## src/rtl/temp_clasificador_multicanal_pkg.sv

```systemverilog
// Shared definitions for the multichannel temperature classifier:
// class encoding, default band constants and the raw classification function.
package temp_pkg;

  typedef enum logic [1:0] {
    CLS_NORMAL = 2'd0,
    CLS_LEVE   = 2'd1,
    CLS_GRAVE  = 2'd2
  } cls_t;

  localparam int DEF_N_CH        = 4;
  localparam int DEF_W           = 4;
  localparam int DEF_NORM_LO     = 8;
  localparam int DEF_NORM_HI     = 9;
  localparam int DEF_LEVE_MARGIN = 1;
  localparam int DEF_PERSIST     = 3;

  // Unsigned band compare. The lower LEVE test is written as t + margin >= lo
  // so a band that would start below zero simply clamps instead of wrapping.
  function automatic cls_t clasificar(input int unsigned t, input int unsigned lo,
                                      input int unsigned hi, input int unsigned margin);
    cls_t c;
    if (t >= lo && t <= hi)
      c = CLS_NORMAL;
    else if ((t < lo && (t + margin) >= lo) || (t > hi && t <= (hi + margin)))
      c = CLS_LEVE;
    else
      c = CLS_GRAVE;
    return c;
  endfunction

endpackage

```

## src/rtl/temp_clasificador_multicanal_if.sv

```systemverilog
// Bus between the sensor front end (master) and the classifier (slave).
// Handshake: temp_valid[c] is a per-channel strobe with no back-pressure; a
// sample is consumed on every rising edge where its strobe is high.
// alarm_ack[c] is a level sampled on each rising edge.
interface temp_clasificador_multicanal_if #(
  parameter int N_CH = 4,
  parameter int W    = 4
);
  logic [N_CH*W-1:0] temp_in;
  logic [N_CH-1:0]   temp_valid;
  logic [N_CH-1:0]   alarm_ack;
  logic [N_CH-1:0]   temp_normal;
  logic [N_CH-1:0]   temp_leve;
  logic [N_CH-1:0]   temp_grave;
  logic [N_CH-1:0]   state_valid;
  logic [N_CH-1:0]   change_pulse;
  logic [N_CH-1:0]   alarm_latch;
  logic              any_grave;

  modport master (
    output temp_in, temp_valid, alarm_ack,
    input  temp_normal, temp_leve, temp_grave, state_valid,
           change_pulse, alarm_latch, any_grave
  );

  modport slave (
    input  temp_in, temp_valid, alarm_ack,
    output temp_normal, temp_leve, temp_grave, state_valid,
           change_pulse, alarm_latch, any_grave
  );
endinterface

```

## src/rtl/temp_clasificador_multicanal_filtro.sv

```systemverilog
// One channel: raw classification, persistence filter and sticky GRAVE alarm.
module temp_canal_filtro
  import temp_pkg::*;
#(
  parameter int W           = DEF_W,
  parameter int NORM_LO     = DEF_NORM_LO,
  parameter int NORM_HI     = DEF_NORM_HI,
  parameter int LEVE_MARGIN = DEF_LEVE_MARGIN,
  parameter int PERSIST     = DEF_PERSIST
) (
  input  logic         clk,
  input  logic         rst_n,
  input  logic [W-1:0] temp,
  input  logic         valid,
  input  logic         ack,
  output logic         normal,
  output logic         leve,
  output logic         grave,
  output logic         state_valid,
  output logic         change_pulse,
  output logic         alarm_latch
);

  localparam int CW = $clog2(PERSIST + 1);
  localparam logic [CW-1:0] P_MAX = CW'(PERSIST);

  cls_t          raw;
  cls_t          cand;
  cls_t          filt;
  logic [CW-1:0] cnt;
  logic [CW-1:0] n;
  logic          commit;
  logic          set_latch;
  logic          clr_latch;

  // Next persistence count and the commit / latch decisions for this sample.
  always_comb begin
    raw = clasificar(32'(temp), NORM_LO, NORM_HI, LEVE_MARGIN);
    if (raw == cand)
      n = (cnt >= P_MAX) ? P_MAX : cnt + 1'b1;
    else
      n = CW'(1);
    commit    = valid && (n == P_MAX) && ((raw != filt) || !state_valid);
    set_latch = commit && (raw == CLS_GRAVE);
    clr_latch = ack && (filt != CLS_GRAVE) && !set_latch;
  end

  // Candidate/count tracking, filtered class commit and alarm latch.
  always_ff @(posedge clk) begin
    if (!rst_n) begin
      cand         <= CLS_NORMAL;
      cnt          <= '0;
      filt         <= CLS_NORMAL;
      state_valid  <= 1'b0;
      change_pulse <= 1'b0;
      alarm_latch  <= 1'b0;
    end else begin
      change_pulse <= commit;
      if (valid) begin
        cand <= raw;
        cnt  <= n;
      end
      if (commit) begin
        filt        <= raw;
        state_valid <= 1'b1;
      end
      if (set_latch)
        alarm_latch <= 1'b1;
      else if (clr_latch)
        alarm_latch <= 1'b0;
    end
  end

  assign normal = state_valid && (filt == CLS_NORMAL);
  assign leve   = state_valid && (filt == CLS_LEVE);
  assign grave  = state_valid && (filt == CLS_GRAVE);

endmodule

```

## src/rtl/temp_clasificador_multicanal.sv

```systemverilog
// Multichannel temperature classifier: N_CH independent filtered channels
// plus a registered aggregate GRAVE alarm for the supervisory logic.
module temp_clasificador_multicanal
  import temp_pkg::*;
#(
  parameter int N_CH        = DEF_N_CH,
  parameter int W           = DEF_W,
  parameter int NORM_LO     = DEF_NORM_LO,
  parameter int NORM_HI     = DEF_NORM_HI,
  parameter int LEVE_MARGIN = DEF_LEVE_MARGIN,
  parameter int PERSIST     = DEF_PERSIST
) (
  input logic clk,
  input logic rst_n,
  temp_clasificador_multicanal_if.slave bus
);

  if (NORM_HI < NORM_LO || NORM_HI > (2 ** W) - 1 || PERSIST < 1) begin : g_bad_params
    $error("temp_clasificador_multicanal: invalid band or persistence parameters");
  end

  logic [N_CH-1:0] normal_v;
  logic [N_CH-1:0] leve_v;
  logic [N_CH-1:0] grave_v;
  logic [N_CH-1:0] sv_v;
  logic [N_CH-1:0] pulse_v;
  logic [N_CH-1:0] latch_v;
  logic            any_grave_q;

  for (genvar c = 0; c < N_CH; c++) begin : g_ch
    temp_canal_filtro #(
      .W(W), .NORM_LO(NORM_LO), .NORM_HI(NORM_HI),
      .LEVE_MARGIN(LEVE_MARGIN), .PERSIST(PERSIST)
    ) u_filtro (
      .clk          (clk),
      .rst_n        (rst_n),
      .temp         (bus.temp_in[c*W +: W]),
      .valid        (bus.temp_valid[c]),
      .ack          (bus.alarm_ack[c]),
      .normal       (normal_v[c]),
      .leve         (leve_v[c]),
      .grave        (grave_v[c]),
      .state_valid  (sv_v[c]),
      .change_pulse (pulse_v[c]),
      .alarm_latch  (latch_v[c])
    );
  end

  // Aggregate alarm, one cycle behind the per-channel latches.
  always_ff @(posedge clk) begin
    if (!rst_n) any_grave_q <= 1'b0;
    else        any_grave_q <= |latch_v;
  end

  assign bus.temp_normal  = normal_v;
  assign bus.temp_leve    = leve_v;
  assign bus.temp_grave   = grave_v;
  assign bus.state_valid  = sv_v;
  assign bus.change_pulse = pulse_v;
  assign bus.alarm_latch  = latch_v;
  assign bus.any_grave    = any_grave_q;

endmodule

```

## src/flat_wrapper.sv

```systemverilog
// flat-port wrapper written by rule: the top's interface ports become plain ports
module temp_clasificador_multicanal_flat import temp_pkg::*;
#(
  parameter int N_CH        = DEF_N_CH,
  parameter int W           = DEF_W,
  parameter int NORM_LO     = DEF_NORM_LO,
  parameter int NORM_HI     = DEF_NORM_HI,
  parameter int LEVE_MARGIN = DEF_LEVE_MARGIN,
  parameter int PERSIST     = DEF_PERSIST
)
  (clk, rst_n, bus_temp_in, bus_temp_valid, bus_alarm_ack, bus_temp_normal, bus_temp_leve, bus_temp_grave, bus_state_valid, bus_change_pulse, bus_alarm_latch, bus_any_grave);
  temp_clasificador_multicanal_if #(.N_CH(N_CH), .W(W)) bus_i ();
  input logic clk;
  input logic rst_n;
  input wire logic [$bits(bus_i.temp_in)-1:0] bus_temp_in;
  input wire logic [$bits(bus_i.temp_valid)-1:0] bus_temp_valid;
  input wire logic [$bits(bus_i.alarm_ack)-1:0] bus_alarm_ack;
  output wire logic [$bits(bus_i.temp_normal)-1:0] bus_temp_normal;
  output wire logic [$bits(bus_i.temp_leve)-1:0] bus_temp_leve;
  output wire logic [$bits(bus_i.temp_grave)-1:0] bus_temp_grave;
  output wire logic [$bits(bus_i.state_valid)-1:0] bus_state_valid;
  output wire logic [$bits(bus_i.change_pulse)-1:0] bus_change_pulse;
  output wire logic [$bits(bus_i.alarm_latch)-1:0] bus_alarm_latch;
  output wire logic [$bits(bus_i.any_grave)-1:0] bus_any_grave;
  assign bus_i.temp_in = bus_temp_in;
  assign bus_i.temp_valid = bus_temp_valid;
  assign bus_i.alarm_ack = bus_alarm_ack;
  assign bus_temp_normal = bus_i.temp_normal;
  assign bus_temp_leve = bus_i.temp_leve;
  assign bus_temp_grave = bus_i.temp_grave;
  assign bus_state_valid = bus_i.state_valid;
  assign bus_change_pulse = bus_i.change_pulse;
  assign bus_alarm_latch = bus_i.alarm_latch;
  assign bus_any_grave = bus_i.any_grave;
  temp_clasificador_multicanal #(.N_CH(N_CH), .W(W), .NORM_LO(NORM_LO), .NORM_HI(NORM_HI), .LEVE_MARGIN(LEVE_MARGIN), .PERSIST(PERSIST)) u_core (.clk(clk), .rst_n(rst_n), .bus(bus_i));
endmodule
```

## config.mk

```make
export PLATFORM = sky130hd
export DESIGN_NAME = temp_clasificador_multicanal_flat
export DESIGN_NICKNAME = d
export VERILOG_FILES = /design/src/rtl/temp_clasificador_multicanal_pkg.sv /design/src/rtl/temp_clasificador_multicanal_if.sv /design/src/rtl/temp_clasificador_multicanal_filtro.sv /design/src/rtl/temp_clasificador_multicanal.sv /design/src/flat_wrapper.sv
export SDC_FILE = /design/constraint.sdc
export NUM_CORES = 1
export LEC_CHECK = 0
export ABC_AREA = 1
export CORE_ASPECT_RATIO = 0.9
export CORE_UTILIZATION = 45
export DETAILED_ROUTE_END_ITERATION = 8
export DONT_BUFFER_PORTS = 1
export HOLD_SLACK_MARGIN = 0.05
export SLEW_MARGIN = 20
export SYNTH_ARGS = -nofsm -noshare
export SYNTH_HDL_FRONTEND = slang
export SYNTH_SLANG_ARGS = --single-unit
```

## constraint.sdc

```tcl
create_clock -name clk -period 2.41 [get_ports clk]
set_input_delay 0.241 -clock clk [delete_from_list [all_inputs] [get_ports clk]]
set_output_delay 0.241 -clock clk [all_outputs]
set_load 0.05 [all_outputs]
```

==> qor.yml <==
synthesis:
  synth_fp_nets: 356
  netlist_instances: 330
  syn_area_per_cell_um2: 6.78
  synth_cell_types: 27
  yosysSeqAreaShare: 0.331
  synth-seq-cells: 37
  synth_area_mm2: 0.00224
  yosys_warnings: 0
floorplanning:
  chipHeight_um: 68.9
  die-area_mm2: 0.00526
  start_util: 0.486
  io_pins: 51
  die_x_um: 76.3
  rows: 23
  coreArea_mm2: 0.00460
timing:
  rsz0062_at_grt: "no"
  drv_slew: 0
  fin_skew_ns: 0.00453
  finalSetupViolations: 0
  tns_ns: 0
  fin_crit_sh: 0.732
  fin_crit_ns: 1.77
  fmax_mhz: 567
  worst_slack_ns: 0.645
  worst_pin_slew_ns: 0.827
  finalHoldViolCount: 0
  timing.slew.headroom: 0.448
place:
  hpwl_um: 3090
  place_ws_ns: 0.918
  port_buffers: 0
  gp_congestion: 0.719
worst_setup_path:
  crit_type: "reg -> out"
  endpoint_kind: "output port"
  arrival_ns: 1.52
  worstPathRequired_ns: 2.17
  worstPathMaxFanout: 4
  critPathLaunchType: "flop"
run_status:
  status: "finished, final reports clean"
layout:
  final_nets: 349
  area_delta_synth_final_pct: 4.70
  postLayoutCoreUtil: 0.509
  multi_input_area_mm2: 0.00114
  antennaDiodeCount: 0
  drive_gt1_frac: 0.160
  fill_cells: 482
  seqCellArea_um2: 741
power_and_ir_drop:
  vdd_drop_max_uv: 318
  power_density_mw_per_mm2: 559
  leakage_nw: 1.05
  total_power_w: 0.00131
drt:
  vias_per_cell: 5.01
  wl_met1_um: 2040
  first_pass_iters: 4
  wirelength_um: 4160
  route.met2.wl_um: 1870
  drc: 0
  dr.max_layer_used: "met4"
  num_vias: 1932
  wire_per_inst_um: 10.8
  wl_met3_um: 213
  first_iter_violations: 91
  ant_nets: 0
cts:
  cts_setup_buffers: 0
  cts_hold_buf: 4
  numCtsBuffers: 5
  cts_tree: "yes"
  cts_root_buffer: "clkbuf_8"
  clk_latency_ns: 0.29
  cts.path.max_buffers: 2
  clock_sinks: 37
  clkTransAtPathRegs_ns: 0.07
  cts.htree.levels: 2
  cts_resized: 0
global_routing:
  grt_pass1_vias: 1630
  antenna_found_initial: 0
  grtUsageTotal: 0.163
  grt_max_degree: 23
  grt.overflow.total: 0
  grt_pass1_wl_um: 6890
run:
  drv_cap: 0
min_path:
  hp-class: "in -> reg"
synthesized netlist by cell type:
| library cell | n | share of area |
|---|---|---|
| a211oi_1 | 3 | 0.010 |
| nor2_4 | 5 | 0.025 |
| o21ai_1 | 2 | 0.0045 |
| buf_4 | 24 | 0.080 |
| o211ai_1 | 3 | 0.010 |
| o21ai_0 | 13 | 0.029 |
| o221a_2 | 3 | 0.015 |
| nor4_1 | 1 | 0.0028 |
| clkbuf_1 | 4 | 0.0067 |
| nand3b_1 | 6 | 0.020 |
| nand3_2 | 9 | 0.040 |
| inv_2 | 3 | 0.0050 |
| nor2_2 | 4 | 0.011 |
| dfxtp_1 | 37 | 0.33 |
| a31oi_1 | 1 | 0.0028 |
| nor2_1 | 19 | 0.032 |
| a21oi_1 | 21 | 0.047 |
| nor3_1 | 9 | 0.020 |
| nand3_1 | 23 | 0.051 |
| nand2_2 | 5 | 0.014 |
| inv_1 | 37 | 0.062 |
| nand2_4 | 1 | 0.0050 |
| buf_1 | 1 | 0.0017 |
| nand2_1 | 87 | 0.15 |
| buf_2 | 1 | 0.0022 |
| nand4_1 | 6 | 0.017 |
| o21ai_2 | 2 | 0.0078 |
through the flow:
step / instances / hold WS [ns] / instance area [µm²]
floorplan: 330 / 0.334 / 2240
global placement: 374 / 0.337 / 2200
detailed placement: 374 / 0.343 / 2200
CTS: 386 / 0.0534 / 2340
global route: 386 / 0.0560 / 2340
finish: 386 / 0.0648 / 2340
power breakdown:
part	internal (W)	switching (W)
Combinational	0.0000662	0.000104
Sequential	0.000636	0.0000310
Clock	0.000258	0.000214
Total	0.000961	0.000350
registers in the layout (all words and copies together) (netlist names):
signal	count
u_core.g_ch.u_filtro.filt	8
u_core.g_ch.u_filtro.alarm_latch	4
u_core.g_ch.u_filtro.state_valid	4
u_core.g_ch.u_filtro.cand	8
u_core.bus.any_grave	1
u_core.g_ch.u_filtro.cnt	8
u_core.g_ch.u_filtro.change_pulse	4
kinds of logic after synthesis:
kind of cell,share of synthesized area
AND/OR/NAND/NOR,0.385
buffers and inverters,0.158
AO/OA/AOI/OAI,0.126
flip-flops,0.331
final timing paths:
path                                          end  slack (ns)  cells past startpoint                                 from
setup / recovery                 bus_temp_leve[0]        0.64                      3  u_core.g_ch[0].u_filtro.state_valid
hold / removal    u_core.g_ch[0].u_filtro.cand[1]        0.06                      1                    bus_temp_valid[0]
setup reg to reg  u_core.g_ch[3].u_filtro.filt[0]        0.93                      7  u_core.g_ch[3].u_filtro.state_valid
hold reg to reg   u_core.g_ch[3].u_filtro.cand[0]        0.49                      2      u_core.g_ch[3].u_filtro.cand[0]
placed cells by master (no fill, tap or decap), drive strengths merged:
master,instances
nand4,6
inv,40
nand3,32
a31oi,1
buf,12
a211oi,3
dfxtp,37
clkinv,1
dlygate4sd3,4
nor3,9
clkbuf,7
o21ai,17
nand3b,6
nand2,93
nor2,28
o211ai,3
a21oi,21
o221a,3
nor4,1
critical path, stage by stage (launching register included):
cell and delay, ns:
dfxtp_1 0.66, inv_1 0.16, nor3_1 0.20, buf_4 0.22
cell type report:
cell class | instances | share of cell area
flip-flops and latches | 37 | 0.316
well taps | 62 | 0.0331
inverters | 40 | 0.0641
multi-input cells | 223 | 0.488
clock buffers | 7 | 0.0411
clock inverters | 1 | 0.00214
repair buffers | 16 | 0.0555
per-layer routing:
| metal | GRT usage | up-vias |
|---|---|---|
| met1 | 0.206 | 854 |
| met4 | 0.0505 | 0 |
| met5 | 0 | - |
| li1 | - | 1040 |
| met2 | 0.268 | 33 |
| met3 | 0.0539 | 5 |
(Power assumes the default switching activity.)
